**config.mk**
```make
export PLATFORM = sky130hd
export DESIGN_NAME = frog_ctrl
export DESIGN_NICKNAME = d
export VERILOG_FILES = /design/src/rtl/frog_pkg.sv /design/src/rtl/frog_piso.sv /design/src/rtl/frog_ctrl.sv
export SDC_FILE = /design/constraint.sdc
export NUM_CORES = 1
export LEC_CHECK = 0
export ABC_CLOCK_PERIOD_IN_PS = 2200
export CORE_UTILIZATION = 45
export CTS_BUF_LIST = sky130_fd_sc_hd__clkbuf_4
export DETAILED_ROUTE_END_ITERATION = 12
export GPL_ROUTABILITY_DRIVEN = 0
export PLACE_DENSITY = 0.67
export SYNTH_ARGS = -nofsm -noshare
export SYNTH_HDL_FRONTEND = slang
export SYNTH_SLANG_ARGS = --single-unit
```
**constraint.sdc**
```tcl
create_clock -name clk -period 2.2 [get_ports clk]
set_input_delay 0.22 -clock clk [delete_from_list [all_inputs] [get_ports clk]]
set_output_delay 0.22 -clock clk [all_outputs]
set_load 0.01 [all_outputs]
```
**src/rtl/frog_pkg.sv**
```systemverilog
// Shared constants for the frog_chip controller: default geometry, state
// encoding and counter sizing.
package frog_pkg;

  localparam int unsigned N_DEFAULT   = 8;
  localparam int unsigned GAP_DEFAULT = 5;

  localparam logic [2:0] S_IDLE = 3'd0;
  localparam logic [2:0] S_LOAD = 3'd1;
  localparam logic [2:0] S_GAP  = 3'd2;
  localparam logic [2:0] S_TEST = 3'd3;
  localparam logic [2:0] S_DONE = 3'd4;

  // The counter must reach the longest of the LOAD, GAP and TEST phases.
  function automatic int unsigned cnt_width(input int unsigned n, input int unsigned gap);
    int unsigned m;
    m = 255;
    if (n > m) m = n;
    if (gap > m) m = gap;
    return $clog2(m + 1);
  endfunction

endpackage

```
**src/rtl/frog_piso.sv**
```systemverilog
// Two-lane parallel-in serial-out register feeding the chip program/seed
// pins LSB first; the lane outputs are registers and drop to 0 when idle.
module frog_piso #(
  parameter int unsigned N = 8
) (
  input  logic         clk,
  input  logic         rst_n,
  input  logic         load,
  input  logic         shift,
  input  logic [N-1:0] data_a,
  input  logic [N-1:0] data_b,
  output logic         bit_a,
  output logic         bit_b
);

  logic [N-1:0] sr_a;
  logic [N-1:0] sr_b;

  // Bit 0 goes straight to the output on load, so the shifter holds the rest.
  always_ff @(posedge clk) begin
    if (!rst_n) begin
      sr_a  <= '0;
      sr_b  <= '0;
      bit_a <= 1'b0;
      bit_b <= 1'b0;
    end else if (load) begin
      sr_a  <= data_a >> 1;
      sr_b  <= data_b >> 1;
      bit_a <= data_a[0];
      bit_b <= data_b[0];
    end else if (shift) begin
      sr_a  <= sr_a >> 1;
      sr_b  <= sr_b >> 1;
      bit_a <= sr_a[0];
      bit_b <= sr_b[0];
    end else begin
      bit_a <= 1'b0;
      bit_b <= 1'b0;
    end
  end

endmodule

```
**src/rtl/frog_ctrl.sv**
```systemverilog
// Sequencer for a frog_chip: serially loads taps and seed, waits GAP cycles,
// runs the chip for cfg_len test cycles and captures its output stream.
module frog_ctrl
  import frog_pkg::*;
#(
  parameter int unsigned N   = N_DEFAULT,
  parameter int unsigned GAP = GAP_DEFAULT
) (
  input  logic         clk,
  input  logic         rst_n,
  input  logic         start,
  input  logic         abort,
  input  logic [N-1:0] cfg_taps,
  input  logic [N-1:0] cfg_seed,
  input  logic [7:0]   cfg_len,
  output logic         chip_load,
  output logic         chip_program,
  output logic         chip_seed,
  output logic         chip_test,
  input  logic         chip_out,
  output logic         busy,
  output logic         done,
  output logic [N-1:0] result
);

  localparam int unsigned    CW        = cnt_width(N, GAP);
  localparam logic [CW-1:0]  LOAD_LAST = CW'(N - 1);
  localparam logic [CW-1:0]  GAP_LAST  = CW'((GAP == 0) ? 0 : GAP - 1);

  logic [2:0]    state;
  logic [2:0]    state_n;
  logic [2:0]    after_gap;
  logic [CW-1:0] cnt;
  logic [7:0]    len_q;
  logic          accept;
  logic          load_shift;

  always_comb begin
    accept     = (state == S_IDLE) && start && !abort;
    after_gap  = (len_q == 8'd0) ? S_DONE : S_TEST;
    state_n    = state;
    case (state)
      S_IDLE: if (accept) state_n = S_LOAD;
      S_LOAD: begin
        if (abort) state_n = S_IDLE;
        else if (cnt == LOAD_LAST) state_n = (GAP == 0) ? after_gap : S_GAP;
      end
      S_GAP: begin
        if (abort) state_n = S_IDLE;
        else if (cnt == GAP_LAST) state_n = after_gap;
      end
      S_TEST: begin
        if (abort) state_n = S_IDLE;
        else if (cnt == CW'(len_q - 8'd1)) state_n = S_DONE;
      end
      S_DONE:  state_n = S_IDLE;
      default: state_n = S_IDLE;
    endcase
    load_shift = (state == S_LOAD) && (state_n == S_LOAD);
  end

  // Outputs are registered from the next state so they line up with it.
  always_ff @(posedge clk) begin
    if (!rst_n) begin
      state     <= S_IDLE;
      cnt       <= '0;
      len_q     <= '0;
      result    <= '0;
      chip_load <= 1'b0;
      chip_test <= 1'b0;
      busy      <= 1'b0;
      done      <= 1'b0;
    end else begin
      state <= state_n;
      if (state_n != state || state_n == S_IDLE) cnt <= '0;
      else cnt <= cnt + CW'(1);
      if (accept) len_q <= cfg_len;
      if (accept) result <= '0;
      else if (state == S_TEST && !abort) result <= {chip_out, result[N-1:1]};
      chip_load <= (state_n == S_LOAD);
      chip_test <= (state_n == S_TEST);
      busy      <= (state_n == S_LOAD) || (state_n == S_GAP) || (state_n == S_TEST);
      done      <= (state_n == S_DONE);
    end
  end

  frog_piso #(.N(N)) u_piso (
    .clk    (clk),
    .rst_n  (rst_n),
    .load   (accept),
    .shift  (load_shift),
    .data_a (cfg_taps),
    .data_b (cfg_seed),
    .bit_a  (chip_program),
    .bit_b  (chip_seed)
  );

endmodule

```
==> results.toml <==
[status]
outcome = "complete, but fails checks"
violations = "DRC"

[clock_tree]
ctsResizeCount = 0
worstSkewPairLatency_ns = 0.36
clock-sinks = 47
cts_tree = "yes"
post_cts_buffers = 0
clk_pin_slew_ns = 0.14
number_of_hold_buffers_added_after_cts = 0
tritoncts.num_buffers = 5
h-tree-depth = 2
clk_root_buffer_cell = "sky130_fd_sc_hd__clkbuf_4"
max-clock-path-buffers = 2

[pwr]
pwr-share-clk = 0.320
power.leakage_nw = 0.996
sequential_fraction_of_design_power = 0.554
power_report.internal_total_mw = 1.23
power.net_switching_mw = 0.389
switching_share = 0.240
vdd_drop_max_mv = 0.348
power.density_nw_per_um2 = 587
pwr-share-comb = 0.127

[sta]
hold_ws_ns = 0.381
fin_worst_skew_ns = 0.0153
hold_violation_count_in_the_final_report = 0
setup_viol = 0
finalWorstPathRequiredPeriod_ns = 2.00
final_cycle_share = 0.909
tightestPinTransition_ns = 0.470
slew-limit-headroom = 0.687
slew_violations = 0
grt_setup_unrepaired = "false"
upper_clock_frequency_limit_mhz = 500

[yosys]
netlist-cell-type-count = 34
most_common_cell_in_the_netlist = "sky130_fd_sc_hd__dfxtp_1"
synth_edf_count = 0
synth_flop_cell = "sky130_fd_sc_hd__dfxtp_1"
netlist.top_cell.by_area = "sky130_fd_sc_hd__dfxtp_1"
synth_area_per_cell_sq_um = 8.46
ys.warnings.count = 0
netlist_instances = 251
synth.top_cells.by_count = "sky130_fd_sc_hd__dfxtp_1 (47), sky130_fd_sc_hd__nand2_1 (38), sky130_fd_sc_hd__nor2_1 (37), sky130_fd_sc_hd__a21oi_1 (23)"
synth_seq_cells = 47
async_flop_share = 0
synthDominantCellAreaShare = 0.443
synth-seq-area-share = 0.443
synth.cell_area_sq_um = 2120
largest_cells_by_area_after_synthesis = "sky130_fd_sc_hd__dfxtp_1 (44%), sky130_fd_sc_hd__nand2_1 (6.7%), sky130_fd_sc_hd__nor2_1 (6.5%)"
synth.net_count = 284

[min_path]
min-delay-path-class = "primary input to flip-flop"

[global_route]
grt_antenna_before_repair = 0
track_usage = 0.187
first_global_vias = 1698
grt_first_pass_wirelength_um = 7470
grt_start_max_net_pins = 36
globalRouteOverflowTotal = 0

[floorplanning]
row_count = 24
die_width_um = 70.7
dieArea_sq_um = 5000
die_h_um = 70.7
initial_core_util = 0.478
fp.coreArea_sq_um = 4440
io-pin-count = 43

[setup_path]
critical_path_data_arrival_time_ns = 2.25
crit_path_start_kind = "flip-flop"
end_kind = "flip-flop"
worst_ep_required_time_ns = 2.45
maximum_fanout_along_the_worst_path = 8
worstSetupPathType = "flip-flop to flip-flop"

[cells_and_area]
layout-drive-gt1-share = 0.0757
antenna_cells_inserted = 0
design_area_sq_um = 2760
fin_nets = 336
n_fill_cell = 423
syn2layout_area_growth_pct = 29.9

[placement]
post_dp_cell_area_sq_um = 2680
port_buffers = 42
hpwlAfterDp_um = 3160

[detailed_routing]
detail-route-antenna-nets = 0
drt_drc_violations_left = 5
drt_first_pass_iters = 8
num_vias = 1856
drt_first_iter_violations = 165
wire_per_inst_um = 12.3
route.final.wire_length_um = 4390
avgViaCountPerCell = 5.21

[job]
timing.max_cap.violations = 0
-- placed cells by master (no fill, tap or decap), types with 11 or more instances in the layout --
cell type	synthesis	final
sky130_fd_sc_hd__a211oi_1	12	12
sky130_fd_sc_hd__a21oi_1	23	23
sky130_fd_sc_hd__buf_4	0	11
sky130_fd_sc_hd__clkdlybuf4s50_1	0	42
sky130_fd_sc_hd__dfxtp_1	47	47
sky130_fd_sc_hd__mux2i_1	12	12
sky130_fd_sc_hd__nand2_1	38	38
sky130_fd_sc_hd__nand3_1	12	12
sky130_fd_sc_hd__nor2_1	37	37
sky130_fd_sc_hd__xnor2_1	12	12
-- flip-flops by register name, summed over array words and instances, names as in the netlist, 3 cells and up --
name / flops
state: 3
result: 8
len_q: 8
u_piso.sr_a: 7
u_piso.sr_b: 7
cnt: 8
-- cells by family after synthesis --
family | after synthesis | synth area share
and+or+nand+nor | 105 | 0.222
muxes | 12 | 0.0566
DFF | 47 | 0.443
adders and majority gates | 4 | 0.0236
buffers and inverters | 17 | 0.0306
xor gates and xnor gates | 19 | 0.0784
AOI/OAI and AO/OA | 47 | 0.146
-- worst paths after layout --
path	from	end	slack [ns]	cells past startpoint
setup / recovery	len_q[2]$_SDFFE_PN0P_	cnt[3]$_SDFF_PP0_	0.20	7
hold / removal	cfg_len[4]	len_q[4]$_SDFFE_PN0P_	0.38	3
setup reg to reg	len_q[2]$_SDFFE_PN0P_	cnt[3]$_SDFF_PP0_	0.20	7
hold reg to reg	result[0]$_SDFFE_PP0P_	result[0]$_SDFFE_PP0P_	0.46	2
-- layer usage --
| metal | wire length [um] | global-route usage | vias up | share of wire |
|---|---|---|---|---|
| met2 | 1950 | 0.302 | 50 | 0.44 |
| met5 | 0 | 0 | - | 0 |
| met3 | 244 | 0.0499 | 6 | 0.056 |
| met4 | 57 | 0.0622 | 0 | 0.013 |
| li1 | - | - | 967 | - |
| met1 | 2150 | 0.242 | 833 | 0.49 |
-- through the flow --
step / TNS (ns) / power [mW] / utilization / setup slack (ns) / cells
final: 0 / 1.62 / 0.620 / 0.200 / 356
after global routing: 0 / 1.69 / 0.620 / 0.00702 / 356
after CTS: 0 / 1.63 / 0.620 / 0.186 / 356
after detailed placement: -0.390 / 1.12 / 0.602 / -0.0635 / 348
after global placement: -0.0788 / 1.12 / 0.602 / -0.0159 / 348
after floorplan: 0 / 1.03 / - / 0.209 / 251
-- power groups by stage --
| stage | Combinational, mW | Clock, mW | Sequential, mW |
|---|---|---|---|
| 2_1_floorplan | 0.114 | 0 | 0.913 |
| 3_3_place_gp | 0.204 | 0 | 0.915 |
| 3_5_place_dp | 0.206 | 0 | 0.916 |
| 4_1_cts | 0.207 | 0.530 | 0.897 |
| 5_1_grt | 0.227 | 0.566 | 0.901 |
| 6_report | 0.206 | 0.518 | 0.897 |
-- area by class of cell --
| cell class | instances | area [sq um] | area share |
|---|---|---|---|
| multi-input cells | 187 | 1120 | 0.405 |
| flip-flops and latches | 47 | 941 | 0.341 |
| repair buffers | 54 | 523 | 0.190 |
| well taps | 52 | 65.1 | 0.0236 |
| clock inverters | 3 | 43.8 | 0.0159 |
| clock buffers | 5 | 37.5 | 0.0136 |
| inverters | 8 | 30.0 | 0.0109 |
-- critical path: stages (launching register included) --
cell                      delay [ns]
sky130_fd_sc_hd__dfxtp_1        0.38
sky130_fd_sc_hd__nor4_1         0.32
sky130_fd_sc_hd__buf_4          0.17
sky130_fd_sc_hd__nand3_1        0.12
sky130_fd_sc_hd__o211a_1        0.30
sky130_fd_sc_hd__nor3_1         0.17
sky130_fd_sc_hd__a311o_1        0.32
sky130_fd_sc_hd__nor2_1         0.08
(Power assumes the default switching activity.)
